[config.mk]
export PLATFORM = sky130hd
export DESIGN_NAME = mem_stage_wb_master_flat
export DESIGN_NICKNAME = d
export VERILOG_FILES = /design/src/rtl/mem_stage_wb_master_if.sv /design/src/rtl/mem_stage_wb_master.sv /design/src/flat_wrapper.sv
export SDC_FILE = /design/constraint.sdc
export NUM_CORES = 1
export LEC_CHECK = 0
export CAP_MARGIN = 20
export CELL_PAD_IN_SITES_DETAIL_PLACEMENT = 1
export CELL_PAD_IN_SITES_GLOBAL_PLACEMENT = 1
export CORE_ASPECT_RATIO = 0.6
export CORE_UTILIZATION = 52
export DETAILED_ROUTE_END_ITERATION = 6
export DONT_BUFFER_PORTS = 1
export PLACE_DENSITY_LB_ADDON = 0.1
export SLEW_MARGIN = 20
export SYNTH_ARGS = -nofsm -noshare
export SYNTH_HDL_FRONTEND = slang
export SYNTH_SLANG_ARGS = --single-unit
[constraint.sdc]
create_clock -name clk_i -period 5.4 [get_ports clk_i]
set_clock_uncertainty 0.05 [all_clocks]
set_input_delay 0.27 -clock clk_i [delete_from_list [all_inputs] [get_ports clk_i]]
set_output_delay 0.27 -clock clk_i [all_outputs]
set_load 0.02 [all_outputs]
[src/rtl/mem_stage_wb_master_if.sv]
// Pipelined Wishbone B4 bus bundle between the MEM-stage master and N_SLAVES slave windows.
// cyc/stall/ack/err are one bit per slave; read data is packed with slave k at [32k+31:32k].
interface mem_stage_wb_master_if #(
  parameter int N_SLAVES = 2
) ();
  logic [N_SLAVES-1:0]    wbm_cyc_o;
  logic                   wbm_stb_o;
  logic                   wbm_we_o;
  logic [31:0]            wbm_addr_o;
  logic [31:0]            wbm_data_o;
  logic [3:0]             wbm_sel_o;
  logic [N_SLAVES-1:0]    wbm_stall_i;
  logic [N_SLAVES-1:0]    wbm_ack_i;
  logic [N_SLAVES-1:0]    wbm_err_i;
  logic [32*N_SLAVES-1:0] wbm_data_i;

  modport master (
    output wbm_cyc_o, wbm_stb_o, wbm_we_o, wbm_addr_o, wbm_data_o, wbm_sel_o,
    input  wbm_stall_i, wbm_ack_i, wbm_err_i, wbm_data_i
  );

  modport slave (
    input  wbm_cyc_o, wbm_stb_o, wbm_we_o, wbm_addr_o, wbm_data_o, wbm_sel_o,
    output wbm_stall_i, wbm_ack_i, wbm_err_i, wbm_data_i
  );
endinterface

[src/rtl/mem_stage_wb_master.sv]
// MEM-stage load/store master onto N_SLAVES pipelined Wishbone windows, stalling the pipeline until done.
// Define WB_TIMEOUT_EN to abort a WAIT that lasts TIMEOUT_CYCLES cycles with a bus error.
module mem_stage_wb_master #(
  parameter int         N_SLAVES    = 2,
  parameter logic [3:0] PERIPH_BASE = 4'h2
`ifdef WB_TIMEOUT_EN
  , parameter int       TIMEOUT_CYCLES = 255
`endif
) (
  input  logic        clk_i,
  input  logic        rst_ni,
  input  logic        req_valid_i,
  input  logic        req_we_i,
  input  logic [31:0] req_addr_i,
  input  logic [31:0] req_wdata_i,
  input  logic [2:0]  req_funct3_i,
  output logic        hit_o,
  output logic        stall_o,
  output logic        rsp_valid_o,
  output logic [31:0] rsp_rdata_o,
  output logic        bus_err_o,
  mem_stage_wb_master_if.master wb
);

  typedef enum logic [1:0] {IDLE, REQ, WAIT, DONE} state_t;

  localparam logic [4:0] NUM_SLV = 5'(N_SLAVES);

  state_t      r_state, w_next;
  logic [31:0] r_addr, r_wdata, r_rdata;
  logic [3:0]  r_sel, r_idx;
  logic [2:0]  r_funct3;
  logic        r_we, r_err;

  logic [3:0]  w_idx, w_sel;
  logic [31:0] w_wdata, w_slvData, w_ext;
  logic [7:0]  w_byte;
  logic [15:0] w_half;
  logic        w_inPage, w_mapped, w_misal, w_hit, w_accErr, w_accept;
  logic        w_slvStall, w_slvAck, w_slvErr, w_active, w_timeout;

  // The peripheral page spans eight windows above PERIPH_BASE; only the first N_SLAVES exist.
  assign w_idx    = req_addr_i[31:28] - PERIPH_BASE;
  assign w_inPage = ~w_idx[3];
  assign w_mapped = w_inPage & ({1'b0, w_idx} < NUM_SLV);
  assign w_hit    = req_valid_i & w_mapped;
  assign w_accErr = req_valid_i & w_inPage & (~w_mapped | w_misal);
  assign w_accept = (r_state == IDLE) & w_hit & ~w_accErr;
  assign hit_o    = w_hit;

  always_comb begin
    w_misal = 1'b0;
    w_sel   = 4'hF;
    w_wdata = req_wdata_i;
    case (req_funct3_i[1:0])
      2'b00: begin
        w_sel   = 4'b0001 << req_addr_i[1:0];
        w_wdata = {4{req_wdata_i[7:0]}};
      end
      2'b01: begin
        w_misal = req_addr_i[0];
        w_sel   = 4'b0011 << {req_addr_i[1], 1'b0};
        w_wdata = {2{req_wdata_i[15:0]}};
      end
      2'b10:   w_misal = |req_addr_i[1:0];
      default: w_misal = 1'b1;
    endcase
  end

  always_comb begin
    w_slvStall = 1'b0;
    w_slvAck   = 1'b0;
    w_slvErr   = 1'b0;
    w_slvData  = '0;
    for (int k = 0; k < N_SLAVES; k++) begin
      if (r_idx == 4'(k)) begin
        w_slvStall = wb.wbm_stall_i[k];
        w_slvAck   = wb.wbm_ack_i[k];
        w_slvErr   = wb.wbm_err_i[k];
        w_slvData  = wb.wbm_data_i[32*k +: 32];
      end
    end
  end

  assign w_byte = w_slvData[{r_addr[1:0], 3'b000} +: 8];
  assign w_half = w_slvData[{r_addr[1], 4'b0000} +: 16];

  always_comb begin
    w_ext = w_slvData;
    case (r_funct3[1:0])
      2'b00:   w_ext = {{24{~r_funct3[2] & w_byte[7]}}, w_byte};
      2'b01:   w_ext = {{16{~r_funct3[2] & w_half[15]}}, w_half};
      default: w_ext = w_slvData;
    endcase
  end

`ifdef WB_TIMEOUT_EN
  logic [31:0] r_timer;

  // Timer is held at zero outside WAIT, so every WAIT entry starts a fresh count.
  always_ff @(posedge clk_i or negedge rst_ni) begin
    if (!rst_ni)               r_timer <= '0;
    else if (r_state != WAIT)  r_timer <= '0;
    else                       r_timer <= r_timer + 32'd1;
  end

  assign w_timeout = (r_timer == 32'(TIMEOUT_CYCLES - 1));
`else
  assign w_timeout = 1'b0;
`endif

  always_ff @(posedge clk_i or negedge rst_ni) begin
    if (!rst_ni) r_state <= IDLE;
    else         r_state <= w_next;
  end

  // Access errors answer in IDLE without a bus cycle; DONE releases the stall and ignores the held request.
  always_comb begin
    w_next       = r_state;
    w_active     = 1'b0;
    wb.wbm_stb_o = 1'b0;
    stall_o      = 1'b0;
    rsp_valid_o  = 1'b0;
    bus_err_o    = 1'b0;
    case (r_state)
      IDLE: begin
        stall_o     = w_accept;
        rsp_valid_o = w_accErr;
        bus_err_o   = w_accErr;
        if (w_accept) w_next = REQ;
      end
      REQ: begin
        w_active     = 1'b1;
        wb.wbm_stb_o = 1'b1;
        stall_o      = 1'b1;
        if (!w_slvStall) w_next = WAIT;
      end
      WAIT: begin
        w_active = 1'b1;
        stall_o  = 1'b1;
        if (w_slvAck | w_slvErr | w_timeout) w_next = DONE;
      end
      DONE: begin
        rsp_valid_o = 1'b1;
        bus_err_o   = r_err;
        w_next      = IDLE;
      end
      default: w_next = IDLE;
    endcase
  end

  always_comb begin
    wb.wbm_cyc_o = '0;
    for (int k = 0; k < N_SLAVES; k++) begin
      wb.wbm_cyc_o[k] = w_active & (r_idx == 4'(k));
    end
  end

  // Request fields are captured once at acceptance; error wins over a simultaneous ack.
  always_ff @(posedge clk_i or negedge rst_ni) begin
    if (!rst_ni) begin
      r_addr   <= '0;
      r_wdata  <= '0;
      r_sel    <= '0;
      r_we     <= 1'b0;
      r_idx    <= '0;
      r_funct3 <= '0;
      r_err    <= 1'b0;
      r_rdata  <= '0;
    end else begin
      if (w_accept) begin
        r_addr   <= req_addr_i;
        r_wdata  <= w_wdata;
        r_sel    <= w_sel;
        r_we     <= req_we_i;
        r_idx    <= w_idx;
        r_funct3 <= req_funct3_i;
        r_err    <= 1'b0;
      end
      if (r_state == WAIT) begin
        if (w_slvErr || (!w_slvAck && w_timeout)) begin
          r_err   <= 1'b1;
          r_rdata <= '0;
        end else if (w_slvAck) begin
          r_err   <= 1'b0;
          r_rdata <= r_we ? 32'd0 : w_ext;
        end
      end
    end
  end

  assign wb.wbm_we_o   = r_we;
  assign wb.wbm_addr_o = r_addr;
  assign wb.wbm_data_o = r_wdata;
  assign wb.wbm_sel_o  = r_sel;
  assign rsp_rdata_o   = (r_state == DONE) ? r_rdata : 32'd0;

endmodule
[src/flat_wrapper.sv]
// flat-port wrapper written by rule: the top's interface ports become plain ports
module mem_stage_wb_master_flat 
#(
  parameter int         N_SLAVES    = 2,
  parameter logic [3:0] PERIPH_BASE = 4'h2

)
  (clk_i, rst_ni, req_valid_i, req_we_i, req_addr_i, req_wdata_i, req_funct3_i, hit_o, stall_o, rsp_valid_o, rsp_rdata_o, bus_err_o, wb_wbm_cyc_o, wb_wbm_stb_o, wb_wbm_we_o, wb_wbm_addr_o, wb_wbm_data_o, wb_wbm_sel_o, wb_wbm_stall_i, wb_wbm_ack_i, wb_wbm_err_i, wb_wbm_data_i);
  mem_stage_wb_master_if #(.N_SLAVES(N_SLAVES)) wb_i ();
  input  logic clk_i;
  input  logic rst_ni;
  input  logic req_valid_i;
  input  logic req_we_i;
  input  logic [31:0] req_addr_i;
  input  logic [31:0] req_wdata_i;
  input  logic [2:0] req_funct3_i;
  output logic hit_o;
  output logic stall_o;
  output logic rsp_valid_o;
  output logic [31:0] rsp_rdata_o;
  output logic bus_err_o;
  output wire logic [$bits(wb_i.wbm_cyc_o)-1:0] wb_wbm_cyc_o;
  output wire logic [$bits(wb_i.wbm_stb_o)-1:0] wb_wbm_stb_o;
  output wire logic [$bits(wb_i.wbm_we_o)-1:0] wb_wbm_we_o;
  output wire logic [$bits(wb_i.wbm_addr_o)-1:0] wb_wbm_addr_o;
  output wire logic [$bits(wb_i.wbm_data_o)-1:0] wb_wbm_data_o;
  output wire logic [$bits(wb_i.wbm_sel_o)-1:0] wb_wbm_sel_o;
  input wire logic [$bits(wb_i.wbm_stall_i)-1:0] wb_wbm_stall_i;
  input wire logic [$bits(wb_i.wbm_ack_i)-1:0] wb_wbm_ack_i;
  input wire logic [$bits(wb_i.wbm_err_i)-1:0] wb_wbm_err_i;
  input wire logic [$bits(wb_i.wbm_data_i)-1:0] wb_wbm_data_i;
  assign wb_wbm_cyc_o = wb_i.wbm_cyc_o;
  assign wb_wbm_stb_o = wb_i.wbm_stb_o;
  assign wb_wbm_we_o = wb_i.wbm_we_o;
  assign wb_wbm_addr_o = wb_i.wbm_addr_o;
  assign wb_wbm_data_o = wb_i.wbm_data_o;
  assign wb_wbm_sel_o = wb_i.wbm_sel_o;
  assign wb_i.wbm_stall_i = wb_wbm_stall_i;
  assign wb_i.wbm_ack_i = wb_wbm_ack_i;
  assign wb_i.wbm_err_i = wb_wbm_err_i;
  assign wb_i.wbm_data_i = wb_wbm_data_i;
  mem_stage_wb_master #(.N_SLAVES(N_SLAVES), .PERIPH_BASE(PERIPH_BASE)) u_core (.clk_i(clk_i), .rst_ni(rst_ni), .req_valid_i(req_valid_i), .req_we_i(req_we_i), .req_addr_i(req_addr_i), .req_wdata_i(req_wdata_i), .req_funct3_i(req_funct3_i), .hit_o(hit_o), .stall_o(stall_o), .rsp_valid_o(rsp_valid_o), .rsp_rdata_o(rsp_rdata_o), .bus_err_o(bus_err_o), .wb(wb_i));
endmodule
==> results.md <==
* Run status: finished clean
* Synth-to-Final Area Change at 6.434%
* Synthesized instance count at approximately 560
* Die Span Y at approximately 86 um
* Synthesized cell area at 6087 um2
* Final number of hold-violating endpoints at 0
* Initial Utilization at 0.5370
* Measured slew at the worst slew-check pin at between 900 and 1000 ps
* Period utilisation layout at 0.5368
* RSZ-0062 raised after global routing: no
* I/O Buffers at 0
* Number of antenna violations at the first check in global routing at 2
* Worst Path Max Fanout at 24
* WL per Instance at 24.02 um
* Worst slew margin at 0.3367
* Static power due to leakage at 2.936 nW
* Width of the die at about 140 um
* Worst hold path type: primary input to register
* Peak supply drop at ~0.26 mV
* Wire length after detailed routing at roughly 17000 um
* Data arrival time of the worst path at roughly 3000 ps
* Async set-reset flop share out of synthesis at 1.000
* Max-slew violation count at 0
* Cell row count at 30
* Peak Freq at about 340 MHz
* Share of post-route cells with drive strength above 1 at 0.1974
* Final setup violation count at 0
* Library cells used by synthesis at 50
* Fraction of the core area covered by cells at the end of the flow at 0.5715
* DRC marker count from the first detailed-route iteration at 222
* Die ar. at 12160 um2
* Synth Net Count at between 700 and 800
* CTS clk-pin slew, worst paths at approximately 80 ps
* Post-route DRC violation count at 0
* Final total negative setup slack at 0 ps
* Count of state elements after synthesis at 110
* Total congestion overflow at 0
* Primary FF master, synth: sky130_fd_sc_hd__dfrtp_1
* Nets at between 600 and 700
* Global-route wire length before repair at between 20000 and 30000 um
* Startpoint type of the worst setup path: register
* Root buffer cell: sky130_fd_sc_hd__clkbuf_16
* TritonCTS clock tree: yes
* Area of the core at ~11000 um2
* Number of detailed-routing iterations run before antenna repair at 5
* Sequential-to-total area share from yosys stat at 0.4522
* Largest net degree at the start of global routing at 111
* Kind of critical path: register to register
* Via count at roughly 4400
* Capturing element type of the critical path: register
* Post-DP HPWL at about 12000 um
* TritonCTS buffer count at 9
* Total power at approximately 3.7 mW
* Number of nets with antenna violations after detailed routing at 0
* Synth warn at 0
* RD Place Congestion at about 0.9
* Cts repair resizes at 0
* Vias in the first global route at between 4000 and 5000
* Post-synthesis area per instance at 10.91 um2
* Maximum buffer depth of the clock tree at 2
* Clock sink total at 110
* Total number of H-tree levels at 3
* Endpoint required time on the critical path at about 5500 ps
* Final critical-path required period at ~2900 ps
* Setup slack of the worst register-to-register path at 2500 ps
* P per Cell Area at 569.9 nW/um2
* Clock network latency to the later pin of the worst-skew pair at between 300 and 400 ps
* Number of synthesized flops with an enable pin at 0
* Total GRT Usage at 0.2761
* Vias per inst at ~6.3
* Count of boundary I/O pins at approximately 250
* Max-capacitance violation count at 0
==> cell usage in the layout, fill, tap and decap left out, drive strengths merged, types with 3 or more instances in the layout <==
| cell | instances |
|---|---|
| nor3 | 4 |
| mux2 | 54 |
| nor2 | 42 |
| inv | 12 |
| nor3b | 3 |
| buf | 5 |
| o21ai | 20 |
| a21o | 7 |
| nand2b | 6 |
| o22ai | 8 |
| o211ai | 9 |
| a211oi | 9 |
| nand2 | 32 |
| mux2i | 60 |
| a221oi | 7 |
| mux4 | 8 |
| clkbuf | 10 |
| dfrtp | 110 |
| nor2b | 4 |
| and2 | 33 |
| a21oi | 53 |
| a22oi | 7 |
| a211o | 3 |
| ha | 7 |
| a31oi | 3 |
==> logic make-up after synthesis <==
kind of cell,synth area share
xor+xnor,0.001439
flops,0.4522
simple gates,0.1108
mux,0.2282
compound gates,0.1523
buf+inv,0.04070
fa+ha+maj,0.01439
==> worst paths after layout <==
kind                            cells after the start                                start                                   end
worst max-delay path                                4  u_core.wb.wbm_addr_o[1]$_DFFE_PN0P_        u_core.r_rdata[26]$_DFFE_PN0P_
worst min-delay path                                1                       req_addr_i[21]  u_core.wb.wbm_addr_o[21]$_DFFE_PN0P_
worst max register to register                      4  u_core.wb.wbm_addr_o[1]$_DFFE_PN0P_        u_core.r_rdata[26]$_DFFE_PN0P_
worst min register to register                      1        u_core.r_rdata[3]$_DFFE_PN0P_         u_core.r_rdata[3]$_DFFE_PN0P_
max in group asynchronous                           2                               rst_ni         u_core.r_rdata[1]$_DFFE_PN0P_
min in group asynchronous                           2                               rst_ni        u_core.r_rdata[13]$_DFFE_PN0P_
==> what timing repair did <==
item	4_1_cts	5_1_grt
buffers inserted	0	0
endpoints found under the hold margin	111	0
hold buffers	3	0
==> metrics by stage <==
stage / worst slack (ps) / cell area (um2) / instances / hold slack (ps)
5_1_grt: 2301 / 6476 / 698 / 3.300
3_5_place_dp: 2492 / 6118 / 678 / -73.90
6_report: 2501 / 6479 / 699 / 12.08
2_1_floorplan: 3200 / 6087 / 558 / -75.59
3_3_place_gp: 2575 / 6118 / 678 / -73.89
4_1_cts: 2475 / 6471 / 697 / 10.19
==> metal layers <==
metal  global-route usage  share of wire  vias to the layer above
met5                    0              0                        -
met4              0.05963          0.010                        0
met3              0.09436          0.097                       14
met2               0.4004           0.44                      198
met1               0.3996           0.45                     2212
li1                     -              -                     1957
==> registers in the layout, indices dropped and copies added, names as in the netlist <==
| signal | cells |
|---|---|
| u_core.r_state | 2 |
| u_core.wb.wbm_we_o | 1 |
| u_core.r_err | 1 |
| u_core.wb.wbm_data_o | 32 |
| u_core.r_funct3 | 3 |
| u_core.wb.wbm_addr_o | 31 |
| u_core.r_idx | 4 |
| u_core.wb.wbm_sel_o | 4 |
| u_core.r_rdata | 32 |
==> layout make-up <==
class                   instances  area [um2]
fillers                      1193        4857
multi-input cells             396        3094
flip-flops and latches        110        2754
clock buffers                  10       229.0
well taps                     160       200.2
repair buffers                  7       90.09
clock inverters                 6       76.32
inverters                       8       30.03
diodes                          2       5.005
==> Yosys cell counts, types with 2 or more instances <==
cell	count	area, um2
sky130_fd_sc_hd__a31oi_1	3	18.77
sky130_fd_sc_hd__a311o_1	2	20.02
sky130_fd_sc_hd__dfrtp_1	110	2753
sky130_fd_sc_hd__o211ai_2	3	37.54
sky130_fd_sc_hd__nor3_1	4	20.02
sky130_fd_sc_hd__buf_4	5	37.54
sky130_fd_sc_hd__nor2_1	41	153.9
sky130_fd_sc_hd__buf_1	2	7.510
sky130_fd_sc_hd__nor2b_1	4	25.02
sky130_fd_sc_hd__a221oi_2	7	105.1
sky130_fd_sc_hd__mux2_2	52	585.6
sky130_fd_sc_hd__o211ai_1	6	45.04
sky130_fd_sc_hd__o22ai_1	8	50.05
sky130_fd_sc_hd__mux4_2	8	180.2
sky130_fd_sc_hd__mux2_1	2	22.52
sky130_fd_sc_hd__a211o_1	3	26.28
sky130_fd_sc_hd__o21ai_0	12	60.06
sky130_fd_sc_hd__clkbuf_1	20	75.07
sky130_fd_sc_hd__buf_2	15	75.07
sky130_fd_sc_hd__buf_6	2	22.52
sky130_fd_sc_hd__nand2b_1	6	37.54
sky130_fd_sc_hd__a22oi_1	7	52.55
sky130_fd_sc_hd__a21oi_1	46	230.2
sky130_fd_sc_hd__nand2_1	32	120.1
sky130_fd_sc_hd__a21oi_2	7	61.31
sky130_fd_sc_hd__and3_1	2	12.51
sky130_fd_sc_hd__mux2i_1	60	600.6
sky130_fd_sc_hd__and2_1	33	206.5
sky130_fd_sc_hd__inv_1	8	30.03
sky130_fd_sc_hd__nor3b_1	3	22.52
sky130_fd_sc_hd__a21o_1	7	52.55
sky130_fd_sc_hd__a211oi_1	8	60.06
sky130_fd_sc_hd__o21ai_1	7	35.03
sky130_fd_sc_hd__ha_1	7	87.58
==> power breakdown <==
part	switching, mW	internal [mW]	leakage [nW]
registers	0.600	1.15	1.45
clock network	0.319	0.370	0.150
logic	0.722	0.529	1.33
==> critical path: stages (launching register included) <==
cell                       delay, ps
sky130_fd_sc_hd__dfrtp_1        1000
sky130_fd_sc_hd__mux4_2          590
sky130_fd_sc_hd__and3_1          220
sky130_fd_sc_hd__o21ai_2         660
sky130_fd_sc_hd__o211ai_1        190
(Power assumes the default switching activity.)
